## config.mk

```make
export PLATFORM = sky130hd
export DESIGN_NAME = div_iter
export DESIGN_NICKNAME = d
export VERILOG_FILES = /design/src/rtl/div_iter.sv
export SDC_FILE = /design/constraint.sdc
export NUM_CORES = 1
export LEC_CHECK = 0
export BUFFER_PORTS_ARGS = -buffer_cell sky130_fd_sc_hd__buf_2
export CELL_PAD_IN_SITES_DETAIL_PLACEMENT = 0
export CELL_PAD_IN_SITES_GLOBAL_PLACEMENT = 2
export CORE_MARGIN = 2
export CORE_UTILIZATION = 31
export DETAILED_ROUTE_END_ITERATION = 8
export GPL_TIMING_DRIVEN = 0
export PLACE_DENSITY_LB_ADDON = 0.2
export SLEW_MARGIN = 5
export SYNTH_ARGS = -nofsm -noshare
export SYNTH_HDL_FRONTEND = slang
export SYNTH_SLANG_ARGS = --single-unit
```

## constraint.sdc

```tcl
create_clock -name clk -period 5 [get_ports clk]
set_input_delay 0.25 -clock clk [delete_from_list [all_inputs] [get_ports clk]]
set_output_delay 0.25 -clock clk [all_outputs]
set_load 0.01 [all_outputs]
```

## src/rtl/div_iter.sv

```systemverilog
// Radix-2 restoring divider (DIV/DIVU) with start/annul/ready handshake and divide-by-zero flag.
// Optional: define DIV_EARLY_TERM_EN to skip leading zero bits of the dividend.
module div_iter #(
  parameter int WIDTH = 32,
  parameter int CNT_W = 6
) (
  input  logic               clk,
  input  logic               rst,
  input  logic               signed_div_i,
  input  logic [WIDTH-1:0]   opdata1_i,
  input  logic [WIDTH-1:0]   opdata2_i,
  input  logic               start_i,
  input  logic               annul_i,
  output logic [2*WIDTH-1:0] result_o,
  output logic               ready_o,
  output logic               busy_o,
  output logic               dbz_o
);

  // state  | meaning
  // IDLE   | waiting for start_i
  // BYZERO | divisor was zero, one settling cycle
  // ON     | one quotient bit per cycle
  // END    | result held until start_i drops
  typedef enum logic [1:0] {S_IDLE, S_BYZERO, S_ON, S_END} state_e;

  state_e             state_q, state_d;
  logic [CNT_W-1:0]   cnt_q, cnt_d, last_cnt;
  logic [WIDTH-1:0]   rem_q, rem_d, quo_q, quo_d, dvsr_q, dvsr_d;
  logic               neg_quo_q, neg_quo_d, neg_rem_q, neg_rem_d;
  logic               dbz_flag_q, dbz_flag_d;
  logic [2*WIDTH-1:0] result_q, result_d;
  logic               ready_q, ready_d, busy_q, busy_d, dbz_q, dbz_d;

  logic [WIDTH-1:0]   a_abs, b_abs, a_init;
  logic [WIDTH:0]     shifted, diff;
  logic               q_bit;
  logic [WIDTH-1:0]   rem_nxt, quo_nxt;

  assign a_abs = (signed_div_i && opdata1_i[WIDTH-1]) ? -opdata1_i : opdata1_i;
  assign b_abs = (signed_div_i && opdata2_i[WIDTH-1]) ? -opdata2_i : opdata2_i;

`ifdef DIV_EARLY_TERM_EN
  logic [CNT_W-1:0] lz, last_q, last_d;

  always_comb begin
    lz = CNT_W'(WIDTH);
    for (int i = 0; i < WIDTH; i++) begin
      if (a_abs[i]) lz = CNT_W'(WIDTH - 1 - i);
    end
    // a zero dividend still runs one (trivial) iteration
    last_d = (a_abs == '0) ? '0 : CNT_W'(WIDTH - 1) - lz;
  end

  assign a_init   = a_abs << lz;
  assign last_cnt = last_q;

  always_ff @(posedge clk) begin
    if (rst) begin
      last_q <= '0;
    end else if (state_q == S_IDLE) begin
      last_q <= last_d;
    end
  end
`else
  assign a_init   = a_abs;
  assign last_cnt = CNT_W'(WIDTH - 1);
`endif

  // borrow out of the (WIDTH+1)-bit trial subtract means the divisor did not fit
  assign shifted = {rem_q, quo_q[WIDTH-1]};
  assign diff    = shifted - {1'b0, dvsr_q};
  assign q_bit   = ~diff[WIDTH];
  assign rem_nxt = q_bit ? diff[WIDTH-1:0] : shifted[WIDTH-1:0];
  assign quo_nxt = {quo_q[WIDTH-2:0], q_bit};

  always_comb begin
    state_d    = state_q;
    cnt_d      = cnt_q;
    rem_d      = rem_q;
    quo_d      = quo_q;
    dvsr_d     = dvsr_q;
    neg_quo_d  = neg_quo_q;
    neg_rem_d  = neg_rem_q;
    dbz_flag_d = dbz_flag_q;

    case (state_q)
      S_IDLE: begin
        if (start_i && !annul_i) begin
          dvsr_d     = b_abs;
          quo_d      = a_init;
          rem_d      = '0;
          cnt_d      = '0;
          neg_quo_d  = signed_div_i && (opdata1_i[WIDTH-1] ^ opdata2_i[WIDTH-1]);
          neg_rem_d  = signed_div_i && opdata1_i[WIDTH-1];
          dbz_flag_d = (opdata2_i == '0);
          state_d    = dbz_flag_d ? S_BYZERO : S_ON;
        end
      end
      S_BYZERO: begin
        if (annul_i) begin
          state_d = S_IDLE;
        end else begin
          rem_d   = '0;
          quo_d   = '0;
          state_d = S_END;
        end
      end
      S_ON: begin
        if (annul_i) begin
          state_d = S_IDLE;
        end else begin
          cnt_d = cnt_q + CNT_W'(1);
          rem_d = rem_nxt;
          quo_d = quo_nxt;
          if (cnt_q == last_cnt) begin
            quo_d   = neg_quo_q ? -quo_nxt : quo_nxt;
            rem_d   = neg_rem_q ? -rem_nxt : rem_nxt;
            state_d = S_END;
          end
        end
      end
      S_END: begin
        if (!start_i) state_d = S_IDLE;
      end
      default: state_d = S_IDLE;
    endcase

    // first END cycle always presents the result; later cycles only while start_i holds
    ready_d  = (state_q == S_END) && (start_i || !ready_q);
    result_d = ready_d ? {rem_q, quo_q} : '0;
    dbz_d    = ready_d && dbz_flag_q;
    busy_d   = (state_d == S_BYZERO) || (state_d == S_ON);
  end

  always_ff @(posedge clk) begin
    if (rst) begin
      state_q    <= S_IDLE;
      cnt_q      <= '0;
      rem_q      <= '0;
      quo_q      <= '0;
      dvsr_q     <= '0;
      neg_quo_q  <= 1'b0;
      neg_rem_q  <= 1'b0;
      dbz_flag_q <= 1'b0;
      result_q   <= '0;
      ready_q    <= 1'b0;
      busy_q     <= 1'b0;
      dbz_q      <= 1'b0;
    end else begin
      state_q    <= state_d;
      cnt_q      <= cnt_d;
      rem_q      <= rem_d;
      quo_q      <= quo_d;
      dvsr_q     <= dvsr_d;
      neg_quo_q  <= neg_quo_d;
      neg_rem_q  <= neg_rem_d;
      dbz_flag_q <= dbz_flag_d;
      result_q   <= result_d;
      ready_q    <= ready_d;
      busy_q     <= busy_d;
      dbz_q      <= dbz_d;
    end
  end

  assign result_o = result_q;
  assign ready_o  = ready_q;
  assign busy_o   = busy_q;
  assign dbz_o    = dbz_q;

endmodule

```

==> out/results.md, run 1 <==
| Stage | Item | Value |
| --- | --- | --- |
| logic synthesis | Post-synth net total | 1580 |
| floorplanning | Full die area | 38400 um2 |
| critical path | Max stage delay on crit path | 0.39 ns |
| floorplanning | Die height | 196 um |
| logic synthesis | Xor/xnor share of the synthesized area | 10.4% |
| detailed routing | Remaining routing DRC violations | 0 |
| sta | Max Clock Skew | 0.0160 ns |
| logic synthesis | Total standard cell area after synthesis | 11400 um2 |
| critical path | Critical path endpoint category | flip-flop |
| pwr | Fraction of power spent switching nets | 33.0% |
| detailed routing | First-pass iteration count of the detailed router | 5 |
| critical path | Count of buffer and inverter cells on the critical path | 3 |
| detailed routing | Total routed wirelength | 41700 um |
| clock tree | Clock transition at the register clock pins on the worst setup and hold paths after CTS | 0.07 ns |
| sta | Hold Vio Cnt, Final | 0 |
| finish | Number of filler instances in the final layout | 3934 |
| finish | Finished Core Util | 37.7% |
| critical path | Worst path depth | 22 |
| detailed routing | Number of design-rule violations left by the first detailed-router iteration | 759 |
| critical path | Capture point of the critical path | rem_q[24] |
| logic synthesis | Flip-flop and latch count after synthesis | 174 |
| critical path | CP top delay family | compound AO/OA/AOI/OAI gates |
| critical path | Endpoint required time on the critical path | 5.32 ns |
| sta | Setup Viol. Count Final | 0 |
| pwr | Peak ir drop on the vdd network | 0.250 mV |
| floorplanning | Placement Rows | 70 |
| placed design | Gp weighted congestion | 0.869 |
| global route | Initial antenna violation count | 2 |
| global route | Overall Global Routing Usage | 21.7% |
| flow run | Max-cap violations | 0 |
| logic synthesis | Multiplexer area fraction after synthesis | 1.95% |
| placed design | Post-detail-place hpwl | 33100 um |
| critical path | Critical Path AT | 5.28 ns |
| logic synthesis | Share of the yosys chip area belonging to registers | 30.5% |
| logic synthesis | Primary FF master, synth | dfxtp_1 |
| critical path | Kind of start point of the critical path | flip-flop |
| placed design | Count of port buffers added during placement | 135 |
| pwr | Power per cell area | 272 nW/um2 |
| clock tree | TritonCTS clock tree | done |
| pwr | Switching power | 1.23 mW |
| critical path | Crit path cell chain | inv_4, ha_4, fa_2, nand2b_4, a2111oi_4, o21a_2, o2111ai_4, and3_4, nor2_4, clkinv_4, buf_12, a21oi_4, ha_4, nand2b_4, nor2_4, nand2_2, or3_4, nor4_4, o211ai_1, o31ai_2, xnor2_1, o21ai_1 |
| clock tree | Number of buffers inserted during clock tree synthesis | 17 |
| critical path | Maximum net fanout on the critical path | 7 |
| global route | Via count of the first global-routing pass | 10606 |
| sta | Count of final max-slew check failures | 0 |
| detailed routing | Via count normalized by instance count | 5.31 |
| clock tree | Cell at the root of the clock tree | clkbuf_16 |
| logic synthesis | Number of synthesis warnings | 0 |
| finish | Fraction of layout cells with a size suffix above 1 | 17.2% |
| sta | Slew of the pin with the lowest slew margin | 1.21 ns |
| clock tree | Number of clock sinks seen by CTS | 174 |
| global route | Global-route wire length before repair | 64000 um |
| detailed routing | Number of vias in the routed layout | 11310 |
| pwr | Total design power | 3.73 mW |
| pwr | Leak Pwr | 5.50 nW |
| global route | Largest net degree at the start of global routing | 20 |
| clock tree | Htree depth | 4 |
| finish | Synthesis-to-layout area growth | 20.2% |
| detailed routing | Post-detailed-route wirelength per cell | 19.6 um |
| logic synthesis | Combinational family with the most area after synthesis | simple AND/OR/NAND/NOR gates |
| critical path | Startpoint of the worst register-to-register path | quo_q[31] |
| logic synthesis | Mean instance size in the synthesized netlist | 7.78 um2 |
| floorplanning | I/O pins | 136 |
| logic synthesis | Fraction of the mapped netlist area in compound gates | 23.3% |
| sta | RSZ-0062 raised after global routing | true |
| critical path | Worst path slowest cell | fa_2 |
| critical path | Critical setup path kind | reg2reg |
| logic synthesis | Number of distinct standard cells referenced by the synthesized netlist | 94 |
| sta | Relative slew slack | 18.7% |
| placed design | Post-Place Worst Slack | -1.44 ns |
| sta | Maximum clock rate | 202 MHz |
| floorplanning | Initial cell density of the core | 31.4% |
| clock tree | Buffers from clock root to sink, at most | 2 |
| sta | Final critical delay including setup and external delays | 4.96 ns |
| logic synthesis | Synth Instances | 1469 |
| finish | # nets final | 1760 |
| logic synthesis | Fraction of the mapped netlist area in adder cells | 4.66% |
| min path | Hold Crit Class | in2reg |
| logic synthesis | Synth Area in Simple Gates | 24.0% |
| floorplanning | Floorplan core area | 36400 um2 |
| critical path | Reg-to-reg setup timing slack | 0.04 ns |
| pwr | Part of the power in the clock network | 37.6% |
| pwr | Combinational fraction of design power | 22.8% |
| clock tree | Clock latency reported for the late side of the worst-skew pair | 0.46 ns |
| detailed routing | Routed Antenna Nets | 0 |
| critical path | Worst r2r path cells | 22 |
| pwr | Sequential group share of total power | 39.7% |
| sta | Final period util | 99.1% |
| critical path | RR Endpoint | rem_q[24] |
| logic synthesis | Fraction of registers with async set or reset after synthesis | 0% |
| global route | Total congestion overflow | 0 |
| pwr | Cell-internal power | 2.50 mW |
| sta | Worst-case setup margin in the final layout | 0.0448 ns |
| floorplanning | Horiz. Die Dim | 196 um |
| logic synthesis | Count of flip-flops with a built-in enable after synthesis | 0 |
| status | Status | finished clean |
| critical path | Critical Path Start | quo_q[31] |
==> kinds of logic after synthesis <==
logic type,Yosys count
simple gates,542
flops,174
buf+inv,147
xor+xnor,136
compound gates,406
fa+ha+maj,42
mux,22
==> timing repair <==
item / in CTS / in global routing
endpoints found under the hold margin: 0 / 0
endpoints found under the setup margin: 26 / 9
hold buffers: 0 / 0
buffers inserted: 7 / 22
pin swaps: 12 / 20
gates resized for setup: 40 / 33
==> power groups by stage <==
stage	Sequential, mW	Clock (mW)	Combinational, mW
floorplan	1.49	0	0.547
global placement	1.51	0	0.788
detailed placement	1.51	0	0.788
CTS	1.48	1.43	0.820
global route	1.49	1.49	0.939
finish	1.48	1.40	0.850
==> state kept, by name, indices dropped and copies added (netlist names) <==
register    count
dvsr_q         32
busy_o          1
cnt_q           6
dbz_o           1
rem_q          32
dbz_flag_q      1
state_q         2
ready_o         1
neg_quo_q       1
quo_q          32
result_o       64
neg_rem_q       1
==> how the worst min path moves through the flow <==
stage / from / endpoint / slack, ns / cells after the start
after CTS: opdata2_i[0] / dvsr_q[0] / 0.05 / 3
after global routing: opdata2_i[0] / dvsr_q[0] / 0.05 / 3
after detailed placement: dbz_flag_q / dbz_flag_q / 0.45 / 2
after global placement: dbz_flag_q / dbz_flag_q / 0.44 / 2
final: opdata2_i[0] / dvsr_q[0] / 0.06 / 3
after floorplan: opdata2_i[0] / dvsr_q[0] / 0.39 / 2
==> routing by layer <==
metal,global-route usage [%],part of all wire [%],vias up
met5,0,0,-
met4,4.85,1.2,0
met3,2.54,4.0,27
met2,34.1,44,258
met1,31.7,50,5415
li1,-,-,5610
==> Yosys cell counts (4+ instances only) <==
cell,count,share of area [%]
dfxtp_1,174,30
nor2_1,145,4.8
nand2_1,129,4.2
a21oi_1,107,4.7
o21ai_0,92,4.0
and2_1,79,4.3
xor2_1,73,5.6
xnor2_1,63,4.8
inv_1,62,2.0
clkbuf_1,60,2.0
nor3_1,47,2.1
ha_1,41,4.5
a211oi_1,38,2.5
nand3_1,24,1.1
or3_1,21,1.1
mux2i_1,20,1.8
nor4_1,19,1.0
a31oi_1,18,0.98
buf_2,17,0.74
a21o_1,15,0.98
o31ai_1,15,0.98
o211ai_1,13,0.85
o221ai_1,13,1.0
nand2b_1,12,0.66
nand4_1,11,0.60
a311oi_1,9,0.69
o22ai_1,8,0.44
and4_1,7,0.54
o21ai_1,7,0.31
o41ai_1,7,0.54
nor2b_1,6,0.33
or4_1,6,0.39
a22oi_1,5,0.33
nand3b_1,5,0.33
o21a_1,5,0.33
o21bai_1,5,0.33
a221oi_1,4,0.31
a32oi_1,4,0.31
and3_1,4,0.22
==> stage by stage <==
step	TNS [ns]	std cells	instance area, um2	hold slack (ns)
after global routing	-0.425	2129	13700	0.0542
after global placement	-21.73	2072	12700	0.441
after floorplan	0	1469	11400	0.386
after CTS	0	2108	13500	0.0478
final	0	2130	13700	0.0619
after detailed placement	-21.01	2072	12700	0.451
==> layout make-up <==
class | count | area [um2] | share of cell area [%]
sequential | 174 | 3500 | 25.4
multi-input combinational | 1148 | 7540 | 54.9
antenna | 1 | 2.50 | 0.0182
timing repair buffer | 164 | 893 | 6.50
clock buffer | 17 | 425 | 3.10
tap | 468 | 586 | 4.26
clock inverter | 14 | 169 | 1.23
inverter | 63 | 244 | 1.78
buffer | 81 | 388 | 2.82
==> placed cells by master (no fill, tap or decap), drive strengths merged, types with 7 or more instances in the layout <==
| cell | count |
|---|---|
| o211ai | 13 |
| o21ai | 99 |
| nor4 | 20 |
| o31ai | 15 |
| a21o | 16 |
| mux2i | 20 |
| xor2 | 73 |
| ha | 41 |
| nor2 | 146 |
| and4 | 7 |
| a31oi | 18 |
| inv | 71 |
| nand3 | 25 |
| xnor2 | 63 |
| nor3 | 50 |
| a21oi | 109 |
| buf | 186 |
| and2 | 79 |
| o22ai | 8 |
| nand2 | 130 |
| clkbuf | 76 |
| a311oi | 9 |
| o41ai | 7 |
| o221ai | 13 |
| dfxtp | 174 |
| or3 | 22 |
| nand2b | 13 |
| nand4 | 12 |
| a211oi | 39 |
==> worst register-to-register path, cell delays in order, from the launching register on <==
cell and delay [ns]:
dfxtp_2 0.36, inv_4 0.05, ha_4 0.16, fa_2 0.39
nand2b_4 0.16, a2111oi_4 0.39, o21a_2 0.29, o2111ai_4 0.17
and3_4 0.24, nor2_4 0.18, clkinv_4 0.13, buf_12 0.17
a21oi_4 0.18, ha_4 0.18, nand2b_4 0.07, nor2_4 0.10
nand2_2 0.07, or3_4 0.37, nor4_4 0.28, o211ai_1 0.25
o31ai_2 0.37, xnor2_1 0.21, o21ai_1 0.08
Note: power is estimated with default switching activity, not from simulation.
==> run 2: changes to the inputs <==
--- a/config.mk
+++ b/config.mk
@@ -13,6 +13,7 @@
 export DETAILED_ROUTE_END_ITERATION = 8
 export GPL_TIMING_DRIVEN = 0
 export PLACE_DENSITY_LB_ADDON = 0.2
+export SETUP_SLACK_MARGIN = 0.3
 export SLEW_MARGIN = 5
 export SYNTH_ARGS = -nofsm -noshare
 export SYNTH_HDL_FRONTEND = slang
==> out/results.md, run 2 (synthesis gave the netlist of run 1 again) <==
| Stage | Item | Value | vs previous |
| --- | --- | --- | --- |
| detailed routing | Via count normalized by instance count | 5.32 | was 5.31 |
| min path | Hold Crit Class | in2reg | unchanged |
| global route | Via count of the first global-routing pass | 10699 | was 10606 |
| placed design | Gp weighted congestion | 0.846 | was 0.869 |
| placed design | Count of port buffers added during placement | 135 | unchanged |
| critical path | Critical path endpoint category | flip-flop | unchanged |
| min path | End of the worst hold path | dvsr_q[0] | unchanged |
| sta | Setup Total Neg Slack | 0 ns | unchanged |
| detailed routing | Post-detailed-route wirelength per cell | 19.7 um | was 19.6 um |
| clock tree | TritonCTS clock tree | done | unchanged |
| pwr | Power per cell area | 268 nW/um2 | was 272 nW/um2 |
| clock tree | Clock latency reported for the late side of the worst-skew pair | 0.46 ns | about the same |
| global route | Overall Global Routing Usage | 21.7% | about the same |
| min path | Hold Path Stages | 3 | unchanged |
| clock tree | Number of clock sinks seen by CTS | 174 | unchanged |
| sta | Setup Viol. Count Final | 0 | unchanged |
| sta | Relative slew slack | 17.8% | was 18.7% |
| pwr | Cell-internal power | 2.46 mW | was 2.50 mW |
| critical path | RR Endpoint | rem_q[30] | was rem_q[24] |
| pwr | Total design power | 3.68 mW | was 3.73 mW |
| finish | # nets final | 1760 | unchanged |
| detailed routing | First-pass iteration count of the detailed router | 5 | unchanged |
| sta | RSZ-0062 raised after global routing | true | unchanged |
| sta | Maximum clock rate | 210 MHz | was 202 MHz |
| detailed routing | Total routed wirelength | 42000 um | was 41700 um |
| critical path | Endpoint required time on the critical path | 5.39 ns | was 5.32 ns |
| critical path | Critical Path AT | 5.16 ns | was 5.28 ns |
| critical path | Maximum net fanout on the critical path | 4 | was 7 |
| floorplanning | I/O pins | 136 | unchanged |
| pwr | Part of the power in the clock network | 36.5% | was 37.6% |
| sta | Final critical delay including setup and external delays | 4.77 ns | was 4.96 ns |
| critical path | Reg-to-reg setup timing slack | 0.23 ns | was 0.04 ns |
| critical path | Kind of start point of the critical path | flip-flop | unchanged |
| global route | Largest net degree at the start of global routing | 18 | was 20 |
| sta | Hold Vio Cnt, Final | 0 | unchanged |
| floorplanning | Horiz. Die Dim | 196 um | unchanged |
| global route | Global-route wire length before repair | 64000 um | about the same |
| detailed routing | Routed Antenna Nets | 0 | unchanged |
| global route | Initial antenna violation count | 1 | was 2 |
| sta | Count of final max-slew check failures | 0 | unchanged |
| floorplanning | Floorplan core area | 36400 um2 | unchanged |
| clock tree | Clock transition at the register clock pins on the worst setup and hold paths after CTS | 0.07 ns | about the same |
| sta | Max Clock Skew | 0.0158 ns | was 0.0160 ns |
| finish | Synthesis-to-layout area growth | 20.3% | was 20.2% |
| floorplanning | Initial cell density of the core | 31.4% | unchanged |
| detailed routing | Number of vias in the routed layout | 11323 | was 11310 |
| critical path | Critical setup path kind | reg2reg | unchanged |
| clock tree | Number of buffers inserted during clock tree synthesis | 17 | unchanged |
| detailed routing | Remaining routing DRC violations | 0 | unchanged |
| min path | Source of the worst hold timing path | opdata2_i[0] | unchanged |
| finish | Fraction of layout cells with a size suffix above 1 | 17.3% | was 17.2% |
| sta | Slew of the pin with the lowest slew margin | 1.22 ns | was 1.21 ns |
| flow run | Max-cap violations | 0 | unchanged |
| status | Status | finished clean | unchanged |
| pwr | Leak Pwr | 5.50 nW | about the same |
| finish | Most common library cell in the layout ignoring fill and taps | dfxtp_1 | unchanged |
| finish | Finished Core Util | 37.8% | was 37.7% |
| pwr | Sequential group share of total power | 40.2% | was 39.7% |
| sta | Final period util | 95.4% | was 99.1% |
| pwr | Switching power | 1.23 mW | about the same |
| floorplanning | Die height | 196 um | unchanged |
| detailed routing | Number of design-rule violations left by the first detailed-router iteration | 808 | was 759 |
| clock tree | Cell at the root of the clock tree | clkbuf_16 | unchanged |
| pwr | Peak ir drop on the vdd network | 0.242 mV | was 0.250 mV |
| placed design | Post-detail-place hpwl | 33200 um | was 33100 um |
| finish | Number of filler instances in the final layout | 3920 | was 3934 |
| clock tree | Htree depth | 4 | unchanged |
| global route | Total congestion overflow | 0 | unchanged |
| sta | Worst Hold Margin | 0.0548 ns | was 0.0619 ns |
| floorplanning | Placement Rows | 70 | unchanged |
| floorplanning | Full die area | 38400 um2 | unchanged |
| pwr | Fraction of power spent switching nets | 33.3% | was 33.0% |
| critical path | Worst r2r path cells | 23 | was 22 |
| clock tree | Buffers from clock root to sink, at most | 2 | unchanged |
| finish | Max FFs per register | 64 | unchanged |
| finish | Top library cells by usage in the layout, fill and taps aside | dfxtp_1, buf_2, nor2_1, nand2_1, a21oi_1 | unchanged |
| pwr | Combinational fraction of design power | 23.3% | was 22.8% |
| critical path | Startpoint of the worst register-to-register path | quo_q[31] | unchanged |
## run 2: cell count changes in the layout (fill, tap and decap cells not counted), sizes merged
cell      delta
clkinvlp     +2
inv          +1
clkbuf       +2
buf          -2
clkinv       -2
bufinv       -1
## run 2: power groups by stage
stage	Clock, mW	Sequential (mW)	Combinational (mW)
after floorplan	0	1.49	0.549
after global placement	0	1.51	0.789
after detailed placement	0	1.51	0.790
after CTS	1.38	1.48	0.833
after global routing	1.44	1.49	0.950
final	1.35	1.48	0.858
## run 2: final cells by class
| cell class | instances | area [um2] | area share (%) |
|---|---|---|---|
| plain buffers | 84 | 445 | 3.24 |
| diodes | 1 | 2.50 | 0.0182 |
| clock buffers | 17 | 425 | 3.09 |
| inverters | 63 | 236 | 1.72 |
| clock inverters | 14 | 148 | 1.07 |
| repair buffers | 161 | 871 | 6.33 |
| well taps | 468 | 586 | 4.26 |
| flip-flops and latches | 174 | 3500 | 25.4 |
| multi-input cells | 1148 | 7540 | 54.8 |
## run 2: layer usage
metal	track usage (%)	vias up	wire length, um
met5	0	-	0
met4	5.13	0	525
met3	2.80	30	1700
met2	33.9	242	18600
met1	31.6	5437	21100
li1	-	5614	-
## run 2: worst max-delay path, stage by stage, from the launching register on
cell and delay, ns:
dfxtp_2 0.34, inv_2 0.05, ha_4 0.16, fa_2 0.33
nand2b_4 0.17, a2111oi_4 0.40, o21a_2 0.25, o2111ai_4 0.16
and3_4 0.21, nor2_4 0.15, inv_2 0.07, buf_8 0.13
buf_8 0.11, buf_12 0.13, a21oi_4 0.15, ha_4 0.17
nand2_1 0.13, nor4_4 0.21, o311ai_2 0.18, nor3_2 0.23
a41o_2 0.19, nand3_1 0.15, or4_1 0.54, nand3_1 0.09
## run 2: timing repair
action                     in CTS  in global routing
hold buffers                    0                  0
setup endpoints to repair      28                 18
gates cloned                    0                  0
pin swaps                      19                 13
buffers inserted               20                  6
gates resized for setup        43                 25
## run 2: worst max path at each step
stage,start,to,slack [ns],depth (start not counted)
after CTS,quo_q[31],rem_q[24],0.15,24
after global placement,quo_q[31],rem_q[28],-1.06,23
final,quo_q[31],rem_q[30],0.23,23
after detailed placement,quo_q[31],rem_q[28],-1.03,23
after global routing,quo_q[31],rem_q[24],0.04,24
after floorplan,quo_q[31],rem_q[28],0.31,24
## run 2: through the flow
| step | instance area, um2 | setup slack (ns) | cells |
|---|---|---|---|
| 3_5_place_dp | 12700 | -1.03 | 2072 |
| 3_3_place_gp | 12700 | -1.06 | 2072 |
| 5_1_grt | 13800 | 0.0357 | 2129 |
| 6_report | 13800 | 0.229 | 2130 |
| 2_1_floorplan | 11500 | 0.315 | 1469 |
| 4_1_cts | 13600 | 0.147 | 2123 |
